$ cat config.mk
export PLATFORM = sky130hd
export DESIGN_NAME = wb_bus_arbiter
export DESIGN_NICKNAME = d
export VERILOG_FILES = /design/src/rtl/wb_arb_pkg.sv /design/src/rtl/wb_arb_watchdog.sv /design/src/rtl/wb_bus_arbiter.sv
export SDC_FILE = /design/constraint.sdc
export NUM_CORES = 1
export LEC_CHECK = 0
export BUFFER_PORTS_ARGS = -buffer_cell sky130_fd_sc_hd__clkbuf_2
export CAP_MARGIN = 15
export CORE_AREA = 2 2 120 122
export CTS_CLUSTER_SIZE = 14
export DETAILED_ROUTE_END_ITERATION = 10
export DIE_AREA = 0 0 122 124
export GPL_ROUTABILITY_DRIVEN = 0
export MAX_ROUTING_LAYER = met4
export SLEW_MARGIN = 0
export SYNTH_ARGS = -nofsm -noshare
export SYNTH_HDL_FRONTEND = slang
export SYNTH_HIERARCHICAL = 1
export SYNTH_SLANG_ARGS = --single-unit
$ cat constraint.sdc
create_clock -name clk -period 2.8 [get_ports clk]
set_clock_uncertainty 0.2 [all_clocks]
set_input_delay 0.42 -clock clk [delete_from_list [all_inputs] [get_ports clk]]
set_output_delay 0.42 -clock clk [all_outputs]
set_load 0.005 [all_outputs]
$ cat src/rtl/wb_arb_pkg.sv
// Purpose : shared types and constants for the two-master Wishbone arbiter.
// Latency : n/a (declarations only).
// Backpressure: n/a.
package wb_arb_pkg;

  // Arbiter FSM: idle, or one master owns the slave port.
  typedef enum logic [1:0] {
    IDLE = 2'd0,
    GNT0 = 2'd1,
    GNT1 = 2'd2
  } state_t;

  // Master indices as stored in last_gnt.
  localparam logic M_INSTR = 1'b0;
  localparam logic M_DATA  = 1'b1;

  // One-hot grant encoding {m1,m0}.
  localparam logic [1:0] GNT_NONE = 2'b00;
  localparam logic [1:0] GNT_M0   = 2'b01;
  localparam logic [1:0] GNT_M1   = 2'b10;

endpackage

$ cat src/rtl/wb_arb_watchdog.sv
// Purpose : bus watchdog; counts granted cycles without ack/err, flags expiry.
// Latency : expire is combinational from the registered count.
// Backpressure: none; the arbiter releases the grant when expire is acted upon.
// Ports   : clk, rst (async, active-high); clr restarts the count; en advances it;
//           expire is high while count == TIMEOUT-1.
module wb_arb_watchdog #(
  parameter int TIMEOUT = 255
) (
  input  logic clk,
  input  logic rst,
  input  logic clr,
  input  logic en,
  output logic expire
);

  localparam int CW = $clog2(TIMEOUT + 1);

  logic [CW-1:0] count;

  // Saturating guard only; the forced release normally stops counting first.
  always_ff @(posedge clk or posedge rst) begin
    if (rst) begin
      count <= '0;
    end else if (clr) begin
      count <= '0;
    end else if (en && (count != CW'(TIMEOUT))) begin
      count <= count + CW'(1);
    end
  end

  assign expire = (count == CW'(TIMEOUT - 1));

endmodule

$ cat src/rtl/wb_bus_arbiter.sv
// Purpose : two-master (m0 instr, m1 data) to one-slave Wishbone classic arbiter,
//           round-robin on ties, grant released on every ack/err, watchdog timeout.
// Latency : grant one edge after request; ack/err/data return combinationally;
//           one idle cycle between transfers.
// Backpressure: a waiting master simply holds cyc/stb until granted.
// Ports   : clk, rst; m0_*/m1_* master side; s_* slave side; gnt_o one-hot
//           {m1,m0}; timeout_o pulses when the watchdog terminates a transfer.
module wb_bus_arbiter
  import wb_arb_pkg::*;
#(
  parameter int ADDR_W  = 32,
  parameter int DATA_W  = 32,
  parameter int TIMEOUT = 255
) (
  input  logic              clk,
  input  logic              rst,
  input  logic [ADDR_W-1:0] m0_adr_i,
  input  logic [DATA_W-1:0] m0_dat_i,
  input  logic              m0_we_i,
  input  logic              m0_cyc_i,
  input  logic              m0_stb_i,
  output logic [DATA_W-1:0] m0_dat_o,
  output logic              m0_ack_o,
  output logic              m0_err_o,
  input  logic [ADDR_W-1:0] m1_adr_i,
  input  logic [DATA_W-1:0] m1_dat_i,
  input  logic              m1_we_i,
  input  logic              m1_cyc_i,
  input  logic              m1_stb_i,
  output logic [DATA_W-1:0] m1_dat_o,
  output logic              m1_ack_o,
  output logic              m1_err_o,
  output logic [ADDR_W-1:0] s_adr_o,
  output logic [DATA_W-1:0] s_dat_o,
  output logic              s_we_o,
  output logic              s_cyc_o,
  output logic              s_stb_o,
  input  logic [DATA_W-1:0] s_dat_i,
  input  logic              s_ack_i,
  input  logic              s_err_i,
  output logic [1:0]        gnt_o,
  output logic              timeout_o
);

  state_t state, state_nxt;
  logic   last_gnt;
  logic   req0, req1;
  logic   own_cyc;
  logic   wd_expire, wd_fire;

  assign req0 = m0_cyc_i & m0_stb_i;
  assign req1 = m1_cyc_i & m1_stb_i;

  // Owner's cyc; zero when idle, so it also gates everything returned to masters.
  // An owner that drops cyc stops seeing a late ack in the same cycle.
  assign own_cyc = ((state == GNT0) & m0_cyc_i) | ((state == GNT1) & m1_cyc_i);

  // A real ack/err in the expiry cycle takes precedence over the timeout.
  assign wd_fire = own_cyc & wd_expire & ~s_ack_i & ~s_err_i;

  wb_arb_watchdog #(
    .TIMEOUT (TIMEOUT)
  ) u_watchdog (
    .clk    (clk),
    .rst    (rst),
    .clr    (state == IDLE),
    .en     ((state != IDLE) & ~s_ack_i & ~s_err_i),
    .expire (wd_expire)
  );

  // State register; last_gnt records the master granted on each IDLE exit.
  always_ff @(posedge clk or posedge rst) begin
    if (rst) begin
      state    <= IDLE;
      last_gnt <= M_INSTR;
    end else begin
      state <= state_nxt;
      if (state == IDLE && state_nxt == GNT0) last_gnt <= M_INSTR;
      else if (state == IDLE && state_nxt == GNT1) last_gnt <= M_DATA;
    end
  end

  // Next state: round-robin on ties, release on ack/err/abort/timeout.
  always_comb begin
    state_nxt = state;
    case (state)
      IDLE: begin
        if (req0 && req1)  state_nxt = (last_gnt == M_DATA) ? GNT0 : GNT1;
        else if (req0)     state_nxt = GNT0;
        else if (req1)     state_nxt = GNT1;
      end
      GNT0, GNT1: begin
        if (!own_cyc || s_ack_i || s_err_i || wd_fire) state_nxt = IDLE;
      end
      default: state_nxt = IDLE;
    endcase
  end

  // Outputs: slave mux and owner-only ack/err, all zero while idle or in reset.
  always_comb begin
    s_adr_o   = '0;
    s_dat_o   = '0;
    s_we_o    = 1'b0;
    s_cyc_o   = 1'b0;
    s_stb_o   = 1'b0;
    m0_ack_o  = 1'b0;
    m0_err_o  = 1'b0;
    m1_ack_o  = 1'b0;
    m1_err_o  = 1'b0;
    gnt_o     = GNT_NONE;
    timeout_o = wd_fire;
    case (state)
      GNT0: begin
        s_adr_o  = m0_adr_i;
        s_dat_o  = m0_dat_i;
        s_we_o   = m0_we_i;
        s_cyc_o  = m0_cyc_i;
        s_stb_o  = m0_cyc_i & m0_stb_i;
        m0_ack_o = own_cyc & s_ack_i;
        m0_err_o = (own_cyc & s_err_i) | wd_fire;
        gnt_o    = GNT_M0;
      end
      GNT1: begin
        s_adr_o  = m1_adr_i;
        s_dat_o  = m1_dat_i;
        s_we_o   = m1_we_i;
        s_cyc_o  = m1_cyc_i;
        s_stb_o  = m1_cyc_i & m1_stb_i;
        m1_ack_o = own_cyc & s_ack_i;
        m1_err_o = (own_cyc & s_err_i) | wd_fire;
        gnt_o    = GNT_M1;
      end
      default: ;
    endcase
  end

  // Read data is broadcast; only the owner's ack qualifies it.
  assign m0_dat_o = s_dat_i;
  assign m1_dat_o = s_dat_i;

endmodule

== After elaboration in Yosys (flattened, before gate mapping) ==
Index checks and enable logic that the tools add are counted.

* Mux-type cells: 20
* Eq/ne operators: 6
* Add/subtract/negate cells: 1
* Reduce and logical (&&, ||, !) cells: 13
* Bitwise gates (word level): 15

{| class="wikitable"
|+ Operator list
! kind !! number
|-
| 32-bit one-hot mux with 2 select lines || 2
|-
| 8-bit two-way mux || 2
|-
| 1-bit AND || 11
|-
| 2-bit two-way mux || 5
|-
| 8-bit by 1-bit adder with 8-bit output (second input constant) || 1
|-
| 8-bit equality test (second input constant) || 1
|-
| 8-bit != test (second input constant) || 1
|-
| 2-bit one-hot mux with 2 select lines || 2
|-
| 1-bit two-way mux || 6
|-
| 1-bit one-hot mux with 2 select lines || 3
|-
| 2-bit nonzero test || 3
|-
| 2-bit by 1-bit equality test with 1-bit output (second input constant) || 2
|-
| 2-bit equality test (second input constant) || 2
|-
| 1-bit logical AND || 4
|-
| 1-bit logical OR || 3
|-
| 2-bit zero test || 1
|-
| 1-bit inverter || 2
|-
| 1-bit OR || 2
|-
| 2-bit OR reduction || 1
|-
| 1-bit zero test || 1
|}

* Input bits: 170
* Flip-flop bits (word level): 11
* Output and inout bits: 138

== Logic depth before layout (Yosys ltp) ==
* Word-level depth: 13
* Depth in mapped cells: 8
* Gate-level depth less buffers: 7

== Modules after synthesis ==
The synthesis kept the hierarchy.

{| class="wikitable"
|+ By module, submodules not included
! module !! area each (µm²) !! sequential area each (µm²) !! cells an instance !! instances
|-
| wb_bus_arbiter || 1,828.0 || 75.1 || 263 || 1
|-
| wb_arb_watchdog || 524.3 || 200.2 || 55 || 1
|}

== Worst setup path before layout ==
No wires, ideal clock.

* Path type: register to register
* From: register state[0]
* To: register u_watchdog.count[5]
* Setup time: 0.128 ns
* Stages on the path, launching flop included: 7
* Data arrival time: 1.905 ns
* Path buffers: 0
* Setup slack: 0.568 ns
* Required time: 2.472 ns
* Cells stage by stage: dfrtp_1 > inv_1 > ha_1 > nor3_1 > nand3_2 > a211oi_2 > mux2_1

* Cells in the longest elaborated chain, start to end: 5
* Elaborated cells between the ends (all ways): 7
* Classes of those cells: 1 x mux; 2 x bitwise; 4 x reduce/logical

{| class="wikitable"
|+ RTL lines
! item !! RTL line !! text
|-
| from (decl) || wb_bus_arbiter.sv:45 || <nowiki>state_t state, state_nxt;</nowiki>
|-
| from (signal assigned) || wb_bus_arbiter.sv:77 || <nowiki>state <= state_nxt;</nowiki>
|-
| 2-bit nonzero test || wb_bus_arbiter.sv:67 || <nowiki>.en ((state != IDLE) & ~s_ack_i & ~s_err_i),</nowiki>
|-
| 1-bit AND (2 in series) || wb_bus_arbiter.sv:67 ||
|-
| 1-bit logical AND || wb_arb_watchdog.sv:26 || <nowiki>end else if (en && (count != CW'(TIMEOUT))) begin</nowiki>
|-
| 2-bit nonzero test (no source line) || n/a ||
|-
| to (signal assigned) || wb_arb_watchdog.sv:27 || <nowiki>count <= count + CW'(1);</nowiki>
|-
| to (decl) || wb_arb_watchdog.sv:18 || <nowiki>logic [CW-1:0] count;</nowiki>
|}

Parallel ways exist; a longest one is shown, timed or not.
A chain may end at the register's enable or synchronous reset.

== Worst setup path in the final report ==
* From: register state[0]
* To: output s_dat_o[14]

* Cells in the longest elaborated chain, start to end: 2
* Elaborated cells between the ends (all ways): 3
* Classes of those cells: 2 x eq/ne; 1 x mux

{| class="wikitable"
|+ RTL lines
! item !! RTL line !! text
|-
| 2-bit equality test or 2-bit by 1-bit equality test with 1-bit output (tied branches) || wb_bus_arbiter.sv:112 || <nowiki>case (state)</nowiki>
|-
| 32-bit one-hot mux with 2 select lines (*) || wb_bus_arbiter.sv:112 ||
|-
| to (decl) || wb_bus_arbiter.sv:34 || <nowiki>output logic [DATA_W-1:0] s_dat_o,</nowiki>
|}

Mark *: on every way between the ends. The rest lies on a longest branch, timed or not.

==> metrics.md <==
| Metric | Value |
|---|---|
| Max Buffers Root-to-Sink | 2 |
| Seq cells post-synth | 11 |
| Most frequent CP cell | buf_4 |
| Worst hold path type | reg -> reg |
| Total power | 2.07 mW |
| DP HPWL | 8.89 mm |
| Final WL | 10.4 mm |
| GRT overflow | 0 |
| CTS root buffer | clkbuf_16 |
| Vias | 2,753 |
| CP max stage delay | 460 ps |
| EDFF count, synth | 0 |
| Crit path buf inv count | 4 |
| Max Transition Viols Final | 0 |
| Wire length on met2 | 5.06 mm |
| Critical Path RT | 2180 ps |
| Ant diodes | 0 |
| Design Area, Final | 3250 sq um |
| H-Tree Depth | 1 |
| CP cell instances | inv_1 > ha_2 > buf_4 > buf_4 > a22oi_1 > nor2b_1 > clkbuf_2 |
| Post-synth ARST share | 100% |
| Initial antenna violation count | 0 |
| Fin crit period | 2530 ps |
| Nets | 633 |
| Post-synth top cells | nor2b_1, a22oi_1, buf_4, clkbuf_1, nor2_1 |
| Fmax | 395 MHz |
| Clk_lat worst skew | 240 ps |
| Synth Flop Type | dfrtp_1 |
| Sink Count | 11 |
| Rel. slew slack | 75.6% |
| Final setup vio count | 0 |
| Via density | 4.34 |
| Clock Pin Slew Worst Setup and Hold Paths | 40 ps |
| Post-Layout Cell Count | 634 |
| Status | complete, no violations |
| Pwr/cell area | 639 nW/um^2 |
| Routed wl met3 | 1.20 mm |
| Critical Path AT | 1910 ps |
| Worst VDD drop | 262 uV |
| Distinct cell type count after synthesis | 38 |
| Synth area leaders | a22oi_1, buf_4, nor2b_1 |
| Synth warn | 6 |
| Residual DRC | 0 |
| Yosys top cell area share | 20.7% |
| Placed Area | 3160 sq um |
| Number of global-route vias before repair | 2,423 |
| CP max stage cell | dfrtp_1 |
| Mapped Cells | 318 |
| Syn nets | 496 |
| Die Y | 124 microns |
| CTS Buf Count | 3 |
| Dpl ws | 467 ps |
| Filler cells | 1,516 |
| Global-route wire length before repair | 13.9 mm |
| Largest net degree at the start of global routing | 37 |
| CTS tree | built |
| CP endpoint kind | output port |
| Metal-1 WL | 4.10 mm |
| Setup TNS | 0 ps |
| Final Hold Vio Count | 0 |
| Fin crit share | 90.3% |
| Overall routing resource usage | 12.5% |
| # rows | 43 |
| Delay-heaviest family, CP | buffers and inverters |
| Startpoint types | flip-flop |
| Max FO, Critical Path | 25 |
| # placed instances | 629 |
| CP Class | reg -> out |
| Port bufs | 211 |
| Max-cap violations | 0 |
| Mean routed wirelength per cell | 16.5 microns |
| Hold slack | 320 ps |
| Syn Area/Cell | 7.40 sq um |
| Die Wd | 122 microns |
| Setup bufs post-CTS | 0 |
| Sequential-to-total area share from yosys stat | 11.7% |
| IO Pins | 308 |
| Post-Syn Area | 2350 sq um |
| DR pass1 iterations | 4 |
| Core Box Area | 13,700 sq um |
| Layout cells sized above 1 | 51.3% |
| RSZ-0062 raised after global routing | false |
| P_leak | 1.57 nW |
| Detail Route Antenna Nets | 0 |
| Post-synth top area cell | a22oi_1 |
| Starting Density | 17.1% |
| Area grow syn2layout | 38.1% |
| Util after Layout | 23.7% |
| Tightest Pin Transition | 365 ps |
| DRT iter0 DRCs | 121 |
| Top routing layer in use | met4 |
| Top-count cell post-synth | nor2b_1 |
| Final WS setup | 271 ps |
| Die area | 15,100 sq um |
## state kept, by name, summed over array words and instances (netlist names)
register / cells
last_gnt: 1
u_watchdog/count: 8
state: 2
## layout make-up
class,count,area [sq um],area share (%)
multi-input combinational,206,1450,44.6
timing repair buffer,222,1180,36.3
sequential,11,275,8.47
tap,180,225,6.93
clock buffer,4,78.8,2.43
inverter,11,41.3,1.27
## report_power, final
group,total (mW),internal [mW],switching (mW)
Combinational,1.60,0.767,0.832
Sequential,0.216,0.182,0.0339
Clock,0.260,0.191,0.0693
Total,2.07,1.14,0.935
## path summary, 6_finish.rpt
path | depth (start not counted) | slack, ps | to | start
setup / recovery | 7 | 270 | s_dat_o[14] | state[0]
hold / removal | 1 | 320 | u_watchdog/count[7] | u_watchdog/count[7]
setup reg to reg | 8 | 530 | last_gnt | state[0]
hold reg to reg | 1 | 320 | u_watchdog/count[7] | u_watchdog/count[7]
max in group asynchronous | 3 | 1660 | u_watchdog/count[7] | rst
min in group asynchronous | 3 | 400 | state[1] | rst
## placed cells by master, fill, tap and decap left out, drive strengths merged
master	count
ha	8
mux2	3
o2111a	1
a21boi	2
nand3b	1
and4	1
dfrtp	11
a22o	1
clkbuf	215
a31oi	4
a21oi	6
and3	5
inv	11
and2	1
nand2	7
nor4	2
nor3	3
nand3	5
nor2	12
a22oi	65
buf	10
o21ai	2
and4b	1
o31a	1
nor2b	67
nand4	2
a211oi	5
dlygate4sd3	1
a311oi	1
## timing repair
item | CTS | global route
hold buffers | 1 | 0
resized for setup | 0 | 0
endpoints found under the hold margin | 11 | 0
## kinds of logic after synthesis
group / count (synthesis) / share of synthesized area (%)
compound gates: 88 / 28.7
fa+ha+maj: 8 / 4.26
buf+inv: 101 / 26.9
flops: 11 / 11.7
mux: 3 / 1.76
simple gates: 107 / 26.7
## per-layer routing
metal	vias up	global-route usage (%)
li1	1326	-
met1	1252	14.8
met2	168	20.7
met3	7	4.30
met4	0	2.59
met5	-	-
(Power assumes the default switching activity.)
